**config.mk**
```make
export PLATFORM = sky130hd
export DESIGN_NAME = rx_deframer
export DESIGN_NICKNAME = d
export VERILOG_FILES = /design/src/rtl/rx_deframer.sv
export SDC_FILE = /design/constraint.sdc
export NUM_CORES = 1
export LEC_CHECK = 0
export CELL_PAD_IN_SITES_DETAIL_PLACEMENT = 0
export CELL_PAD_IN_SITES_GLOBAL_PLACEMENT = 2
export CORE_MARGIN = 5
export CORE_UTILIZATION = 28
export CTS_CLUSTER_DIAMETER = 60
export DETAILED_ROUTE_END_ITERATION = 16
export PLACE_DENSITY_LB_ADDON = 0.1
export SKIP_LAST_GASP = 1
export SYNTH_ARGS = -nofsm -noshare
export SYNTH_HDL_FRONTEND = slang
export SYNTH_SLANG_ARGS = --single-unit
```
**constraint.sdc**
```tcl
create_clock -name clock -period 4.8 [get_ports clock]
set_clock_uncertainty 0.2 [all_clocks]
set_input_delay 0.72 -clock clock [delete_from_list [all_inputs] [get_ports clock]]
set_output_delay 0.72 -clock clock [all_outputs]
set_load 0.05 [all_outputs]
```
**src/rtl/rx_deframer.sv**
```systemverilog
// rx_deframer: strips training/header/trailer framing from an aligned word
// stream, forwards payload words with sof/eof marks and checks a 16-bit XOR
// checksum carried in the trailer.
// Ports:
//   clock, reset        - rising-edge clock, synchronous active-high reset
//   aligned, idata      - upstream alignment flag and word ([0:W-1], bit 0 MSB)
//   odata, ovalid       - payload word and its valid flag (1-cycle latency)
//   osof, oeof          - first / last payload word of a frame
//   ogood, obad         - frame completion pulses (good / failed or aborted)
//   err_count           - saturating count of bad frames and illegal idle words
module rx_deframer #(
    parameter int W = 128
) (
    input  logic         clock,
    input  logic         reset,
    input  logic         aligned,
    input  logic [0:W-1] idata,
    output logic [0:W-1] odata,
    output logic         ovalid,
    output logic         osof,
    output logic         oeof,
    output logic         ogood,
    output logic         obad,
    output logic [15:0]  err_count
);

    typedef enum logic [1:0] {
        WAIT    = 2'd0,
        HUNT    = 2'd1,
        PAYLOAD = 2'd2,
        TRAILER = 2'd3
    } state_t;

    localparam logic [0:W-1] TRAIN_5 = {(W/4){4'h5}};
    localparam logic [0:W-1] TRAIN_A = {(W/4){4'hA}};

    state_t       state_q, state_d;
    logic [7:0]   cnt_q, cnt_d;
    logic [7:0]   len_q, len_d;
    logic [15:0]  csum_q, csum_d;
    logic [0:W-1] odata_q, odata_d;
    logic         ovalid_q, ovalid_d;
    logic         osof_q, osof_d;
    logic         oeof_q, oeof_d;
    logic         ogood_q, ogood_d;
    logic         obad_q, obad_d;
    logic [15:0]  err_q, err_d;

    logic         is_train;
    logic         is_hdr;
    logic         is_trl;
    logic         err_inc;
    logic [15:0]  fold;

    // XOR of every 16-bit lane of the incoming word
    always_comb begin
        fold = '0;
        for (int k = 0; k < W / 16; k++) begin
            fold = fold ^ idata[16*k +: 16];
        end
    end

    assign is_train = (idata == TRAIN_5) || (idata == TRAIN_A);
    assign is_hdr   = (idata[0:15] == 16'hFB5D);
    assign is_trl   = (idata[0:15] == 16'hFD7E);

    always_comb begin
        state_d  = state_q;
        cnt_d    = cnt_q;
        len_d    = len_q;
        csum_d   = csum_q;
        odata_d  = odata_q;
        ovalid_d = 1'b0;
        osof_d   = 1'b0;
        oeof_d   = 1'b0;
        ogood_d  = 1'b0;
        obad_d   = 1'b0;
        err_inc  = 1'b0;

        if (!aligned) begin
            // Losing alignment mid-frame aborts it; idata is discarded.
            state_d = WAIT;
            if (state_q == PAYLOAD || state_q == TRAILER) begin
                obad_d  = 1'b1;
                err_inc = 1'b1;
            end
        end else begin
            unique case (state_q)
                WAIT: begin
                    state_d = HUNT;
                end
                HUNT: begin
                    if (is_train) begin
                        state_d = HUNT;
                    end else if (is_hdr) begin
                        if (idata[16:23] != 8'd0) begin
                            len_d   = idata[16:23];
                            cnt_d   = 8'd0;
                            csum_d  = 16'd0;
                            state_d = PAYLOAD;
                        end else begin
                            obad_d  = 1'b1;
                            err_inc = 1'b1;
                        end
                    end else begin
                        err_inc = 1'b1;
                    end
                end
                PAYLOAD: begin
                    odata_d  = idata;
                    ovalid_d = 1'b1;
                    osof_d   = (cnt_q == 8'd0);
                    csum_d   = csum_q ^ fold;
                    cnt_d    = cnt_q + 8'd1;
                    if (cnt_d == len_q) begin
                        oeof_d  = 1'b1;
                        state_d = TRAILER;
                    end
                end
                TRAILER: begin
                    if (is_trl && idata[16:31] == csum_q) begin
                        ogood_d = 1'b1;
                    end else begin
                        obad_d  = 1'b1;
                        err_inc = 1'b1;
                    end
                    state_d = HUNT;
                end
                default: state_d = WAIT;
            endcase
        end

        err_d = (err_inc && err_q != 16'hFFFF) ? err_q + 16'd1 : err_q;
    end

    always_ff @(posedge clock) begin
        if (reset) begin
            state_q  <= WAIT;
            cnt_q    <= '0;
            len_q    <= '0;
            csum_q   <= '0;
            odata_q  <= '0;
            ovalid_q <= 1'b0;
            osof_q   <= 1'b0;
            oeof_q   <= 1'b0;
            ogood_q  <= 1'b0;
            obad_q   <= 1'b0;
            err_q    <= '0;
        end else begin
            state_q  <= state_d;
            cnt_q    <= cnt_d;
            len_q    <= len_d;
            csum_q   <= csum_d;
            odata_q  <= odata_d;
            ovalid_q <= ovalid_d;
            osof_q   <= osof_d;
            oeof_q   <= oeof_d;
            ogood_q  <= ogood_d;
            obad_q   <= obad_d;
            err_q    <= err_d;
        end
    end

    assign odata     = odata_q;
    assign ovalid    = ovalid_q;
    assign osof      = osof_q;
    assign oeof      = oeof_q;
    assign ogood     = ogood_q;
    assign obad      = obad_q;
    assign err_count = err_q;

endmodule

```
==> results of run 1 <==
final cells by class:
class,instances,share of cell area [%]
Tap cell,402,3.88
Timing Repair Buffer,314,23.8
Multi-Input combinational cell,858,38.7
Clock buffer,20,3.60
Inverter,11,0.318
Clock inverter,10,1.48
Sequential cell,183,28.2
worst min path at each step:
stage                     depth (start not counted)         end        from
after floorplan                                   2    len_q[0]    len_q[0]
after global placement                            2   odata[53]   odata[53]
after detailed placement                          2   odata[69]   odata[69]
after CTS                                         2   odata[69]   odata[69]
after global routing                              2  odata[110]  odata[110]
final                                             2   odata[73]   odata[73]
layout by cell type, fill, tap and decap left out, types with 13 or more instances in the layout:
cell and count:
xor2_1 42, nand2_1 301, a21oi_1 142, xnor2_1 118, nor4bb_1 30, dfxtp_1 183, nand4_1 20, nor2_1 56
clkdlybuf4s50_1 278, buf_4 33, nand3_1 22, clkbuf_16 17, nor2b_1 13
state kept, by name (all words and copies together), names as in the netlist:
name	flops
state_q	2
obad	1
err_count	16
csum_q	16
osof	1
ovalid	1
len_q	8
ogood	1
cnt_q	8
odata	128
oeof	1
synth_stat cells, types with 2 or more instances:
master	count	area (um2)
nor3b_1	2	15.0
nor3_1	6	30.0
nor4_1	9	56.3
mux2_2	6	67.6
buf_1	2	7.51
nand2_1	302	1130
a31oi_1	4	25.0
o211a_1	2	20.0
nand4_1	20	125
nand4b_1	8	70.1
a21oi_1	142	711
and2_1	4	25.0
nor4bb_1	30	300
dfxtp_1	183	3660
mux2i_1	2	20.0
nor2b_1	13	81.3
mux2_1	6	67.6
clkbuf_1	53	199
xnor2_1	118	1030
and4b_1	4	40.0
or4b_2	2	20.0
xor2_1	42	368
and4_1	5	43.8
nand3_1	22	110
buf_2	2	10.0
nor4b_1	9	78.8
inv_1	11	41.3
or4_1	4	30.0
and3_1	3	18.8
o211ai_1	2	15.0
a211oi_1	12	90.1
a211o_1	3	26.3
ha_1	3	37.5
nand2b_1	2	12.5
nor2_1	57	214
o21ai_0	4	20.0
critical path: cells and delay by family:
family	cells	cell delay, ns
muxes	1	0.35
AOI/OAI and AO/OA	2	0.67
and+or+nand+nor	4	1.99
buffers and inverters	1	0.43
cells by family (layout without fill, tap and decap cells):
group           Yosys count  in the layout  synth area share [%]
flops                   183            183                  41.0
buf+inv                  69            355                  3.01
xor+xnor                160            160                  15.7
mux                      14             14                  1.74
fa+ha+maj                 3              3                 0.420
compound gates          174            174                  10.7
simple gates            507            507                  27.4
power groups by stage:
stage | logic (uW) | registers (uW) | clock network [uW]
after global placement | 486 | 1550 | 0
after global routing | 512 | 1520 | 1720
final | 484 | 1520 | 1610
after floorplan | 210 | 1560 | 0
after CTS | 485 | 1520 | 1660
after detailed placement | 484 | 1550 | 0
per-layer routing:
metal	up-vias	track usage, %	part of all wire (%)	routed length [um]
met5	-	0	0	0
met4	0	6.08	2.0	771
met3	47	6.13	6.2	2400
met2	254	34.8	48	18500
met1	4129	26.9	44	17100
li1	4302	-	-	-
stage by stage:
step	util (%)	power, uW	setup WS, ns	hold slack (ns)	cells
6_report	41.1	3620	0.777	0.253	1798
5_1_grt	41.1	3750	0.706	0.273	1798
4_1_cts	41.1	3670	0.885	0.256	1798
3_5_place_dp	39.0	2040	0.404	0.246	1768
3_3_place_gp	39.0	2040	0.463	0.241	1768
2_1_floorplan	-	1770	1.58	0.248	1110
==> reports/metrics.yaml, run 1 <==
status: "completed"
viasPerCell: 4.86
drt_first_pass_iters: 5
root_buffer: "clkbuf_16"
path_clk_slew_ns: 0.07
period_minus_slack_ns: 4.02
grt_overflow: 0
comb_power_share_pct: 13.4
async_flop_share_pct: 0
crit_type: "input port to flip-flop"
fp.coreArea_um2: 31600
grt_use_total_pct: 21.1
postCtsHoldBufs: 0
grt_max_degree: 72
hold_class: "flip-flop to flip-flop"
design_area_um2: 13000
fp.dieH_um: 189
cts_tree: "done"
synth_fp_nets: 1244
antenna_cells: 0
avgSynthCellArea_um2: 8.05
drv_slew: 0
synthFlopType: "dfxtp_1"
clock-sinks: 183
power_density_nw_per_um2: 279
worst_pin_slew_ns: 1.04
setup_viol: 0
port-buffer-count: 279
cts_buffers: 17
reg2reg_to: "err_count[5]"
p_int_uw: 2710
ir_drop_mv: 0.252
leakagePower_uw: 0.00420
hpwlAfterDp_um: 29800
synthCells: 1110
fillers: 3277
crit_end: "err_count[9]"
grt_antenna_before_repair: 1
critical_path.max_stage_delay_ns: 0.90
core.rowCount: 65
synth_edf_count: 0
synth_warnings: 0
required_ns: 4.95
drive_above_1_share_pct: 5.73
drt_iter0_markers: 523
synth_cell_types: 47
start_kind: "input port"
syn_area_um2: 8930
worstSetupEndpointType: "flip-flop"
start_util_pct: 28.3
ff_latch_area_um2: 3660
ant_nets: 0
grt_pass1_wl_um: 56700
die_area_um2: 35600
finalHoldViolCount: 0
wl_per_cell_um: 21.6
maxCapViolCount: 0
crit_path_cell_trace: "clkdlybuf4s50_1 > nor4_1 > nand4_1 > or4_1 > o41a_1 > nand3_2 > a211oi_1 > mux2_1"
p_switching_uw: 904
tns_ns: 0
fmax_mhz: 249
via_count: 8732
ys_seq_elements: 183
p_sw_share_pct: 25.0
setup.worst_path.start: "idata[23]"
h-tree-depth: 4
ios: 280
area_growth_pct: 45.3
die_w_um: 189
r2r-start: "state_q[0]"
fin_nets: 1519
fin_crit_sh_pct: 83.8
critPathMaxFanout: 16
grt_pass1_vias: 8747
slowest_stage: "nor4_1"
postCtsSetupBuffers: 0
rsz0062_at_grt: "false"
clk_latency_ns: 0.45
reg2reg_setup_slack_ns: 2.07
cp_data_arrival_time_ns: 4.17
place_congestion: 0.864
multi_input_area_um2: 5020
pwr-share-clk_pct: 44.6
wl_um: 38800
place_area_um2: 12300
cts_resized: 0
pwr-share-seq_pct: 42.0
relSlewSlack_pct: 30.2
rr_worst_depth: 6
ys_seq_area_share_pct: 41.0
post-route-drc-count: 0
cts_max_path_buffers: 2
No activity file was read; power rests on OpenSTA's default activity.
==> run 2: changes to the inputs <==
--- a/config.mk
+++ b/config.mk
@@ -8,7 +8,7 @@
 export CELL_PAD_IN_SITES_DETAIL_PLACEMENT = 0
 export CELL_PAD_IN_SITES_GLOBAL_PLACEMENT = 2
 export CORE_MARGIN = 5
-export CORE_UTILIZATION = 28
+export CORE_UTILIZATION = 26
 export CTS_CLUSTER_DIAMETER = 60
 export DETAILED_ROUTE_END_ITERATION = 16
 export PLACE_DENSITY_LB_ADDON = 0.1
==> constraint.sdc (replaced) <==
create_clock -name clock -period 4.1 [get_ports clock]
set_clock_uncertainty 0.2 [all_clocks]
set_input_delay 0.615 -clock clock [delete_from_list [all_inputs] [get_ports clock]]
set_output_delay 0.615 -clock clock [all_outputs]
set_load 0.05 [all_outputs]
==> run 2 against run 1 <==
Compared with the run above:
- cell area is 4.0% higher
- first-iteration DRC count is 0.38% higher
- sequential power is 17% higher
- die area is 7.3% higher
- power is 11% higher
- worst hold slack better by 0.0032 ns
- setup slack worse by 0.37 ns
- highest routed layer is now met5
- sequential share of layout area is 1.1 points lower
- wire length is 8.0% higher
- clock power hardly changed
- critical path depth is 1 higher
==> reports/metrics.yaml, run 2 (synthesis results as in run 1) <==
status: "completed"
port-buffer-count: 279
fillers: 3543
clock-sinks: 183
grt_pass1_vias: 9269
rsz0062_at_grt: "false"
drive_above_1_share_pct: 10.7
place_area_um2: 12900
required_ns: 4.23
fin_ws_ns: 0.405
drt_iter0_markers: 525
fin_crit_sh_pct: 90.1
start_kind: "input port"
ir_drop_mv: 0.305
place_congestion: 0.912
postCtsHoldBufs: 0
hpwlAfterDp_um: 32500
path_clk_slew_ns: 0.08
ios: 280
finalHoldViolCount: 0
clk_latency_ns: 0.45
post-route-drc-count: 0
grt_use_total_pct: 21.3
place_ws_ns: -0.0503
leakagePower_uw: 0.00452
core.rowCount: 67
p_sw_share_pct: 28.2
drv_slew: 0
pwr-share-clk_pct: 40.0
grt_max_degree: 120
comb_power_share_pct: 15.7
crit_type: "input port to flip-flop"
cp_data_arrival_time_ns: 3.83
pwr-share-seq_pct: 44.2
p_switching_uw: 1130
fp.dieH_um: 195
relSlewSlack_pct: 41.8
largest_reg_flops: 128
die_area_um2: 38200
die_w_um: 195
viasPerCell: 4.69
post-route-util_pct: 40.0
layout_commonest_cell: "nand2_1"
area_growth_pct: 51.1
maxCapViolCount: 0
drt_first_pass_iters: 5
start_util_pct: 26.5
mostFrequentLayoutCells: "nand2_1, clkdlybuf4s50_1, dfxtp_1"
cts_max_path_buffers: 2
period_minus_slack_ns: 3.70
ant_nets: 0
root_buffer: "clkbuf_16"
worstSetupEndpointType: "flip-flop"
p_int_uw: 2890
setup.worst_path.start: "idata[33]"
hp-start: "odata[23]"
tns_ns: 0
worst_pin_slew_ns: 0.869
cts_buffers: 17
grt_pass1_wl_um: 61500
wl_um: 41900
cts_tree: "done"
whs_ns: 0.256
fp.coreArea_um2: 33700
hold_class: "flip-flop to flip-flop"
fin_nets: 1595
grt_antenna_before_repair: 5
via_count: 9026
design_area_um2: 13500
power_density_nw_per_um2: 298
h-tree-depth: 4
grt_overflow: 0
wl_per_cell_um: 21.8
postCtsSetupBuffers: 0
critPathMaxFanout: 9
r2r-start: "err_count[6]"
setup_viol: 0
fmax_mhz: 271
cts_resized: 0
[run 2: cell types whose count changed in the layout (fill, tap and decap cells not counted)]
| cell | change |
|---|---|
| clkinv_2 | +2 |
| diode_2 | +1 |
| bufinv_16 | -5 |
| inv_6 | +2 |
| buf_4 | +76 |
| clkinv_4 | +3 |
| clkbuf_1 | +1 |
| inv_8 | +2 |
| clkbuf_8 | -3 |
[run 2: area by class of cell]
type | instances | area (um2) | area share, %
Clock inverter | 14 | 118 | 0.872
Timing Repair Buffer | 390 | 3660 | 27.1
Tap cell | 448 | 561 | 4.15
Clock buffer | 18 | 429 | 3.18
Sequential cell | 183 | 3660 | 27.1
Antenna cell | 1 | 2.50 | 0.0185
Inverter | 11 | 41.3 | 0.306
Multi-Input combinational cell | 858 | 5020 | 37.2
[run 2: path summary, 6_finish.rpt]
path / to / slack, ns / cells past startpoint
worst max-delay path: err_count[8] / 0.40 / 9
worst min-delay path: odata[23] / 0.26 / 2
worst max register to register: err_count[5] / 1.43 / 6
worst min register to register: odata[23] / 0.26 / 2
[run 2: power groups by stage]
stage | combinational, uW | sequential [uW] | clock, uW
finish | 632 | 1780 | 1610
global route | 666 | 1780 | 1730
CTS | 636 | 1780 | 1670
detailed placement | 633 | 1820 | 0
global placement | 637 | 1820 | 0
floorplan | 246 | 1820 | 0
[run 2: critical path, cell delays in order]
cell	delay (ns)
clkdlybuf4s50_1	0.55
nor4bb_1	0.67
nand4_1	0.22
or4_1	0.58
o41a_1	0.43
nand3_2	0.14
buf_4	0.18
a211oi_1	0.09
mux2_1	0.34
[run 2: metal layers]
| metal | wire length (um) | share of wire, % | global-route usage, % | up-vias |
|---|---|---|---|---|
| met1 | 18700 | 45 | 27.5 | 4296 |
| met3 | 2380 | 5.7 | 5.86 | 42 |
| met4 | 842 | 2.0 | 5.25 | 6 |
| met5 | 37 | 0.088 | 0 | - |
| li1 | - | - | - | 4446 |
| met2 | 19900 | 48 | 35.3 | 236 |
[run 2: per-stage QoR]
stage / total power (uW) / cells
after floorplan: 2070 / 1110
after global placement: 2460 / 1890
after detailed placement: 2450 / 1890
after CTS: 4080 / 1922
after global routing: 4180 / 1923
final: 4020 / 1923
